--- config.mk ---
export PLATFORM = sky130hd
export DESIGN_NAME = seq_mult
export DESIGN_NICKNAME = d
export VERILOG_FILES = /design/src/rtl/seq_mult.sv
export SDC_FILE = /design/constraint.sdc
export NUM_CORES = 1
export LEC_CHECK = 0
export CAP_MARGIN = 20
export CORE_MARGIN = 10
export CORE_UTILIZATION = 40
export CTS_CLUSTER_SIZE = 24
export DETAILED_ROUTE_END_ITERATION = 12
export GPL_ROUTABILITY_DRIVEN = 1
export GPL_TIMING_DRIVEN = 0
export PLACE_DENSITY = 0.71
export SYNTH_ARGS = -nofsm -noshare
export SYNTH_HDL_FRONTEND = slang
export SYNTH_SLANG_ARGS = --single-unit
--- constraint.sdc ---
create_clock -name clk -period 5.25 [get_ports clk]
set_input_delay 1.05 -clock clk [delete_from_list [all_inputs] [get_ports clk]]
set_output_delay 1.05 -clock clk [all_outputs]
set_load 0.02 [all_outputs]
--- src/rtl/seq_mult.sv ---
// Sequential signed Q1.(n-1) shift-add multiplier: n RUN cycles then a one-cycle done pulse; start ignored while busy.
// Optional SEQ_MULT_ROUND_EN rounds half-up before saturation; otherwise the result is floored.
module seq_mult #(
  parameter int n = 8
) (
  input  logic         clk,
  input  logic         nReset,
  input  logic         start,
  input  logic [n-1:0] a,
  input  logic [n-1:0] b,
  output logic         busy,
  output logic         done,
  output logic [n-1:0] result
);

  localparam int CW = $clog2(n + 1);
  localparam int PW = 2 * n;

  typedef enum logic [1:0] {IDLE, RUN, DONE} state_t;

  state_t               state, state_nxt;
  logic [CW-1:0]        count;
  logic signed [PW-1:0] mcand, acc, acc_nxt, pp, prod;
  logic [n-1:0]         mplier;
  logic [n:0]           scaled;
  logic [n-1:0]         sat;
  logic                 accept, last;

  assign accept = start && (state != RUN);
  assign last   = (state == RUN) && (count == CW'(1));

  always_ff @(posedge clk) begin
    if (!nReset) state <= IDLE;
    else         state <= state_nxt;
  end

  always_comb begin
    state_nxt = state;
    case (state)
      IDLE:    if (start) state_nxt = RUN;
      RUN:     if (count == CW'(1)) state_nxt = DONE;
      DONE:    state_nxt = start ? RUN : IDLE;
      default: state_nxt = IDLE;
    endcase
  end

  always_comb begin
    busy = (state == RUN);
    done = (state == DONE);
  end

  // The multiplier's MSB carries weight -2^(n-1), so its partial product is subtracted.
  always_comb begin
    pp = '0;
    if (mplier[0]) pp = last ? -mcand : mcand;
    acc_nxt = acc + pp;
  end

`ifdef SEQ_MULT_ROUND_EN
  localparam logic signed [PW-1:0] HALF = PW'(1) << (n - 2);
  assign prod = acc_nxt + HALF;
`else
  assign prod = acc_nxt;
`endif

  // Keeping one extra integer bit exposes overflow as a mismatch of the top two bits.
  always_comb begin
    scaled = prod[PW-1:n-1];
    sat    = scaled[n-1:0];
    if (scaled[n] != scaled[n-1])
      sat = scaled[n] ? {1'b1, {(n-1){1'b0}}} : {1'b0, {(n-1){1'b1}}};
  end

  always_ff @(posedge clk) begin
    if (!nReset) begin
      count  <= '0;
      acc    <= '0;
      mcand  <= '0;
      mplier <= '0;
      result <= '0;
    end else if (accept) begin
      mcand  <= {{n{a[n-1]}}, a};
      mplier <= b;
      acc    <= '0;
      count  <= CW'(n);
    end else if (state == RUN) begin
      acc    <= acc_nxt;
      mcand  <= mcand <<< 1;
      mplier <= mplier >> 1;
      count  <= count - CW'(1);
      if (last) result <= sat;
    end
  end

endmodule

### Word-level counts from Yosys, hierarchy flattened

Index checks and enable logic that the tools add are counted.

* flip-flop bits (word level): 54
* bits in latches: 0
* bits in writable memories: 0
* bits in read-only memories: 0
* output and inout bits: 10
* logic and storage cells: 40
* memories kept: 0

* $add $sub $neg: 3
* multipliers: 0
* divide/modulo/power cells: 0
* order comparisons: 0
* equality and inequality tests: 7
* shifts and indexed selects: 0
* muxes and demuxes: 14
* bitwise gates (word level): 2
* reduce and logical (&&, ||, !) cells: 7

Operators with widths (count)
* 2-to-1 mux 16 bit: 4
* 2-to-1 mux 8 bit: 4
* adder 16 bit: 1
* negation 16 bit: 1
* 2-to-1 mux 4 bit: 2
* case mux 2 bit (3 select lines): 1
* equality test 4 x 1 -> 1 bit (second input constant): 1
* 2-to-1 mux 2 bit: 2
* != test 2 x 1 -> 1 bit (second input constant): 2
* subtractor 4 x 1 -> 4 bit (second input constant): 1
* AND reduction 3 bit: 1
* equality test 2 x 1 -> 1 bit (second input constant): 1
* equality test 2 bit (second input constant): 1
* logical AND 1 bit: 2
* logical NOT 2 bit: 1
* != test 2 bit (second input constant): 1
* inverter 1 bit: 2
* AND reduction 2 bit: 1
* nonzero test 2 bit: 1
* OR reduction 2 bit: 1
* 2-to-1 mux 1 bit: 1
* != test 1 bit: 1

### Longest topological paths before layout

Gate-level depths: netlist (run 1).

* depth after elaboration: 7
* gate-level depth with buffers: 18

### Least setup slack after synthesis (run 1)

OpenSTA, ideal clock, no wires.

* path type: flip-flop to flip-flop
* from: register count[1]
* to: register result[0]
* setup time: 0.132 ns
* data arrival time: 3.516 ns
* data required time: 5.118 ns
* slack: 1.603 ns
* cell stages (with the launch flop): 19
* cells stage by stage: dfxtp_1 -> inv_1 -> ha_1 -> nor3b_1 -> and2_1 -> clkbuf_1 -> clkbuf_1 -> o21ai_0 -> xor2_1 -> nor2_1 -> ha_1 -> o21a_1 -> o31a_1 -> o311ai_1 -> a31oi_1 -> mux2i_1 -> nor2_1 -> maj3_2 -> a21oi_1

* word-level cells in the longest chain between the ends: 7
* elaborated cells on any way between the ends: 9

RTL lines
* start: declaration: line 22 `logic [CW-1:0] count;`
* start signal: assignment: line 85 `count <= CW'(n);`
* start signal: assignment: line 90 `count <= count - CW'(1);`
* equality test 4 x 1 -> 1 bit *: line 30 `assign last = (state == RUN) && (count == CW'(1));`
* logical AND 1 bit *: line 30
* 2-to-1 mux 16 bit (2 in series): line 55 `if (mplier[0]) pp = last ? -mcand : mcand;`
* adder 16 bit: line 56 `acc_nxt = acc + pp;`
* 2-to-1 mux 8 bit or != test 1 bit (tied branches): line 71, 70
* 2-to-1 mux 8 bit: line 70 `if (scaled[n] != scaled[n-1])`
* end signal: assignment: line 91 `if (last) result <= sat;`
* end: declaration: line 13 `output logic [n-1:0] result`

Mark *: on every way between the ends. The rest lies on a longest branch, timed or not.
A chain may end at the register's enable or synchronous reset.

### Worst setup path after layout (run 1)

* from: register count[1]
* to: register result[4]

Same word-level chain as after synthesis.

==> results of run 1 <==
worst max path at each step:
stage / start / end / slack [ns] / cells past startpoint
final: count[1] / result[4] / 0.67 / 18
after global routing: count[1] / result[1] / 0.28 / 18
after global placement: count[1] / result[1] / 0.77 / 18
after floorplan: count[1] / result[0] / 1.60 / 18
after detailed placement: count[1] / result[2] / 0.72 / 18
after CTS: count[1] / result[1] / 0.69 / 18
layer usage:
layer  up-vias  share of wire (%)  wire (um)  global-route usage (%)
met5         -                  0          0                       0
met2        72                 46       3840                    21.2
met1      1413                 46       3860                    15.9
met4         0                2.7        225                    4.92
met3        18                4.7        391                    3.03
li1       1513                  -          -                       -
cell usage in the layout (no fill, tap or decap), types with 2 or more instances in the layout:
master and instances:
o41ai_1 2, o221ai_1 2, o22ai_1 2, clkdlybuf4s50_1 27, a31oi_1 3, nor2b_1 5
dfxtp_1 54, nor4_1 5, mux2i_1 15, nand3_1 6, o21ai_0 30, and2_1 5
inv_2 2, a211oi_1 13, o211a_1 7, nand2_1 36, nand2b_1 6, xor2_1 7
clkbuf_8 6, o211ai_1 2, clkbuf_1 21, maj3_2 7, nor3_1 2, o21a_1 2
ha_1 18, a21o_1 2, o21ai_1 2, xnor2_1 13, nor2_1 54, or3_1 3
inv_1 14, a21oi_1 48, buf_1 3
critical path, cell delays in order (launching register included):
cell and delay (ns):
dfxtp_1 0.34, inv_1 0.08, ha_1 0.13, nor3b_1 0.36, and2_1 0.18, clkbuf_1 0.24, clkbuf_1 0.43, o21ai_0 0.20
xor2_1 0.18, nor2_1 0.12, ha_1 0.30, a21oi_1 0.23, o221ai_1 0.19, o2bb2ai_1 0.19, o221ai_1 0.30, a21oi_1 0.19
xnor2_2 0.44, maj3_2 0.28, a21oi_1 0.06
power by group:
part           switching (mW)  internal [mW]
sequential             0.0250          0.435
clock                   0.146          0.157
combinational           0.118         0.0877
state kept, by name, indices dropped and copies added (netlist names):
register  count
result        8
count         4
mcand        16
state         2
mplier        8
acc          16
area by class of cell:
| cell class | count | area (um2) |
|---|---|---|
| fillers | 812 | 4050 |
| multi-input cells | 315 | 2040 |
| flip-flops and latches | 54 | 1080 |
| repair buffers | 27 | 270 |
| well taps | 102 | 128 |
| plain buffers | 25 | 95.1 |
| clock buffers | 6 | 82.6 |
| inverters | 17 | 63.8 |
| clock inverters | 2 | 38.8 |
cells by family after synthesis:
family	after synthesis
XOR/XNOR	21
AND/OR/NAND/NOR	129
AO/OA/AOI/OAI	124
buffers and inverters	42
flip-flops	54
adder cells (fa/ha/maj)	26
multiplexers	15
==> impl_metrics.json, run 1 <==
{
  "cp-start-kind": "flip-flop",
  "required_ns": 5.44,
  "worstReg2RegEnd": "result[4]",
  "drv_slew": 0,
  "synth-xor-area-share_pct": 5.84,
  "hold_end": "result[7]",
  "placed_area_um2": 3680,
  "core_area_um2": 7850,
  "hold_viol_final": 0,
  "place_ws_ns": 0.722,
  "r2r-start": "count[1]",
  "timing.final.ws_setup_ns": 0.673,
  "die_w_um": 111,
  "power_mw": 0.969,
  "ctsRootBufferMaster": "clkbuf_8",
  "status": "finished, final reports clean",
  "via_count": 3016,
  "htree_num_levels": 2,
  "grt_max_degree": 18,
  "syn_nets": 449,
  "dp_cells": 540,
  "grt_pass1_wl_um": 13700,
  "antenna_found_initial": 0,
  "postCtsSetupRepairBufs": 0,
  "ant_nets": 0,
  "yosysTopAreaCell": "dfxtp_1",
  "stdcell_area_um2": 3800,
  "cap_violations": 0,
  "max-slew-margin-rel_pct": 34.4,
  "worst_pin_slew_ns": 0.978,
  "yosysSeqAreaShare_pct": 33.0,
  "cellPowerDensity_nw_per_um2": 255,
  "end_kind": "flip-flop",
  "drc_errors": 0,
  "syn_area_um2": 3280,
  "whs_ns": 0.464,
  "fin_setup_tns_ns": 0,
  "cts.repair.resized": 0,
  "synthDominantCellAreaShare_pct": 33.0,
  "clk_path_buf_depth": 2,
  "synth.area.mux_share_pct": 4.58,
  "synth_cell_type_count": 51,
  "cts_hold_buf": 0,
  "io_pins": 29,
  "post-route-util_pct": 48.4,
  "fmax_mhz": 218,
  "wl_per_cell_um": 15.2,
  "rr_worst_depth": 18,
  "cts-buffers-inserted": 5,
  "synth_top_family_by_area": "compound AO/OA/AOI/OAI gates",
  "cts_tree": "done",
  "clock-sinks": 54,
  "p_leak_nw": 1.52,
  "grt_pass1_vias": 2924,
  "drt_wl_total_um": 8320,
  "grt_usage_pct": 12.9,
  "netlist_instances": 411,
  "arrival_ns": 4.77,
  "via_per_inst": 5.50,
  "drtIter0Drc": 205,
  "whs_path_depth": 2,
  "num_antenna_cells": 0,
  "clock_latency_ns": 0.31,
  "start_util_pct": 41.8,
  "hp-class": "flip-flop to flip-flop",
  "min_from": "result[7]",
  "synth-compound-area-share_pct": 23.8,
  "yosys-top-cells-count": "54 x dfxtp_1, 54 x nor2_1, 48 x a21oi_1, 36 x nand2_1, 30 x o21ai_0",
  "rsz0062_at_grt": "no",
  "clkTransAtPathRegs_ns": 0.11,
  "critical_path.max_fanout": 10,
  "fin_worst_skew_ns": 0.00789,
  "drive_above_1_share_pct": 5.61,
  "synthToLayoutAreaGrowth_pct": 15.8,
  "synthAdderAreaFrac_pct": 9.89,
  "yosysWarnings": 0,
  "place_congestion": 0.880,
  "fin_crit_ns": 4.58,
  "layout.cells.non_filler": 548,
  "die_area_um2": 12200,
  "setup_viol_count_final": 0,
  "grt_overflow": 0,
  "first_pass_iters": 4,
  "r2r_slack_ns": 0.67,
  "nets": 483,
  "synthFlopType": "dfxtp_1",
  "avgSynthCellArea_um2": 7.98,
  "fin_crit_sh_pct": 87.2,
  "path_class": "flip-flop to flip-flop",
  "ys_seq_elements": 54,
  "synthSimpleGateAreaFrac_pct": 18.1,
  "peakVddDrop_v": 0.000135,
  "die-height_um": 111,
  "place_hpwl_um": 6320,
  "ys_top_cells_by_area": "dfxtp_1 33%, a21oi_1 7.3%, ha_1 6.9%",
  "async_flop_share_pct": 0,
  "port_buffers": 27,
  "synth_edf_count": 0,
  "rows": 32
}
Power figures use the tool's default switching activity.
==> run 2: changes to the inputs <==
- ABC_AREA: not set -> 1
==> impl_metrics.json, run 2 <==
{
  "avgSynthCellArea_um2": 6.70,
  "grt_pass1_vias": 3218,
  "core_area_um2": 8260,
  "ys_seq_elements": 54,
  "place_hpwl_um": 6830,
  "place_congestion": 0.826,
  "arrival_ns": 3.80,
  "reg.largest.list": "acc: 16 flops, mcand: 16 flops",
  "port_buffers": 28,
  "yosysWarnings": 0,
  "grt_overflow": 0,
  "grt_pass1_wl_um": 15100,
  "cts-buffers-inserted": 5,
  "synth-compound-area-share_pct": 18.9,
  "p_leak_nw": 2.04,
  "setup_viol_count_final": 0,
  "cp-startpoint": "count[1]",
  "die-height_um": 112,
  "fin_crit_ns": 3.59,
  "synthFlopType": "dfxtp_1",
  "cts.repair.resized": 0,
  "status": "finished, final reports clean",
  "fin_setup_tns_ns": 0,
  "syn_area_um2": 3420,
  "cts_tree": "done",
  "yosys-top-cells-count": "108 x nand2_1, 74 x inv_1, 54 x dfxtp_1, 47 x nor2_1, 35 x a21oi_1",
  "start_util_pct": 41.4,
  "r2r_slack_ns": 1.66,
  "synth_cell_type_count": 39,
  "synthToLayoutAreaGrowth_pct": 15.2,
  "ys_top_cells_by_area": "dfxtp_1 32%, nand2_1 12%, inv_1 8.1%",
  "synthDominantCellAreaShare_pct": 31.6,
  "rr_worst_depth": 22,
  "first_pass_iters": 5,
  "place_ws_ns": 1.71,
  "layout_commonest_cell": "nand2_1",
  "fin_crit_sh_pct": 68.4,
  "clock-sinks": 54,
  "postCtsSetupRepairBufs": 0,
  "required_ns": 5.46,
  "antenna_found_initial": 0,
  "hp-class": "flip-flop to flip-flop",
  "die_w_um": 112,
  "drtIter0Drc": 166,
  "yosysSeqAreaShare_pct": 31.6,
  "rsz0062_at_grt": "no",
  "mostFrequentLayoutCells": "108 x nand2_1, 74 x inv_1, 54 x dfxtp_1, 47 x nor2_1, 35 x a21oi_1",
  "drc_errors": 0,
  "clk_path_buf_depth": 2,
  "synth-xor-area-share_pct": 2.82,
  "peakVddDrop_v": 0.0000957,
  "yosysTopAreaCell": "dfxtp_1",
  "nets": 584,
  "num_antenna_cells": 0,
  "clkTransAtPathRegs_ns": 0.10,
  "whs_path_depth": 2,
  "ctsRootBufferMaster": "clkbuf_8",
  "critical_path.max_fanout": 10,
  "async_flop_share_pct": 0,
  "timing.final.ws_setup_ns": 1.66,
  "htree_num_levels": 2,
  "io_pins": 29,
  "via_count": 3318,
  "fmax_mhz": 278,
  "max-slew-margin-rel_pct": 60.8,
  "synth.area.mux_share_pct": 0,
  "rows": 33,
  "cap_violations": 0,
  "endpoint": "result[4]",
  "drive_above_1_share_pct": 9.52,
  "drv_slew": 0,
  "die_area_um2": 12700,
  "hold_viol_final": 0,
  "grt_usage_pct": 13.9,
  "worstReg2RegEnd": "result[4]",
  "stdcell_area_um2": 3940,
  "end_kind": "flip-flop",
  "syn_nets": 549,
  "fin_worst_skew_ns": 0.0168,
  "cts_hold_buf": 0,
  "via_per_inst": 5.10,
  "worst_pin_slew_ns": 0.588,
  "placed_area_um2": 3830,
  "grt_max_degree": 17,
  "ant_nets": 0,
  "yosysMostFrequentCell": "nand2_1",
  "clock_latency_ns": 0.32,
  "synth_top_family_by_area": "simple AND/OR/NAND/NOR gates",
  "nFillCells": 866,
  "path_class": "flip-flop to flip-flop",
  "cp-start-kind": "flip-flop",
  "cellPowerDensity_nw_per_um2": 233,
  "synth_edf_count": 0,
  "wl_per_cell_um": 13.4,
  "synthSimpleGateAreaFrac_pct": 27.4,
  "synthAdderAreaFrac_pct": 7.17,
  "drt_wl_total_um": 8740,
  "r2r-start": "count[1]",
  "netlist_instances": 511
}
[run 2: changes by cell type after synthesis, sizes merged, moves of 9 or more]
cell    before  now
mux2i       15    0
nand3        6   21
a211oi      13    2
inv         16   93
nand2       36  119
xnor2       14    3
a21oi       48   35
clkbuf      21   12
o221ai       2   12
[run 2: layout make-up]
type	instances	area, um2	share of cell area (%)
plain buffers	16	62.6	1.59
inverters	94	353	8.95
multi-input cells	347	1930	48.9
clock buffers	5	68.8	1.75
flip-flops and latches	54	1080	27.4
repair buffers	28	280	7.11
clock inverters	2	38.8	0.984
well taps	105	131	3.33
[run 2: worst min path at each step]
stage / start / endpoint / slack [ns]
after detailed placement: result[5] / result[5] / 0.46
final: result[5] / result[5] / 0.47
after global routing: result[5] / result[5] / 0.50
after floorplan: acc[0] / acc[0] / 0.45
after CTS: result[5] / result[5] / 0.48
after global placement: acc[0] / acc[0] / 0.45
[run 2: stage by stage]
stage	cells	util, %	total power [mW]	hold WS [ns]
final	651	47.7	0.918	0.474
after global routing	651	47.7	0.966	0.503
after CTS	651	47.7	0.920	0.479
after detailed placement	644	46.4	0.638	0.463
after global placement	644	46.4	0.633	0.455
after floorplan	511	-	0.582	0.445
[run 2: metal layers]
metal / share of wire (%) / track usage, % / vias up
met2: 47 / 23.6 / 67
met3: 4.0 / 2.18 / 10
met1: 48 / 17.8 / 1524
li1: - / - / 1717
met5: 0 / 0 / -
met4: 1.2 / 3.89 / 0
[run 2: report_power, final]
group	leakage (nW)	switching [mW]	total [mW]	internal (mW)
registers	0.441	0.0158	0.448	0.432
logic	1.55	0.116	0.183	0.0661
clock network	0.0542	0.147	0.288	0.141
total	2.04	0.279	0.918	0.639
[run 2: critical path, stage by stage (launching register included)]
cell	delay, ns
dfxtp_1	0.37
inv_1	0.07
ha_1	0.19
nand2_2	0.13
nor2_8	0.06
inv_2	0.13
clkbuf_1	0.41
nor2_1	0.08
nor3_1	0.35
inv_1	0.12
fa_1	0.44
o21ai_1	0.21
nand2_1	0.10
nand2_2	0.11
nand2_1	0.08
nand2_1	0.07
nand2_1	0.04
nand2_1	0.11
nand3_2	0.13
nand2_2	0.11
nor2_1	0.05
nor2_1	0.10
nor2_1	0.04
[run 2: cells by family (layout without fill, tap and decap cells)]
kind of cell             after synthesis  count (layout)
AO/OA/AOI/OAI                        110             110
XOR/XNOR                              11              11
adder cells (fa/ha/maj)               19              19
buffers and inverters                110             145
flip-flops                            54              54
AND/OR/NAND/NOR                      207             207
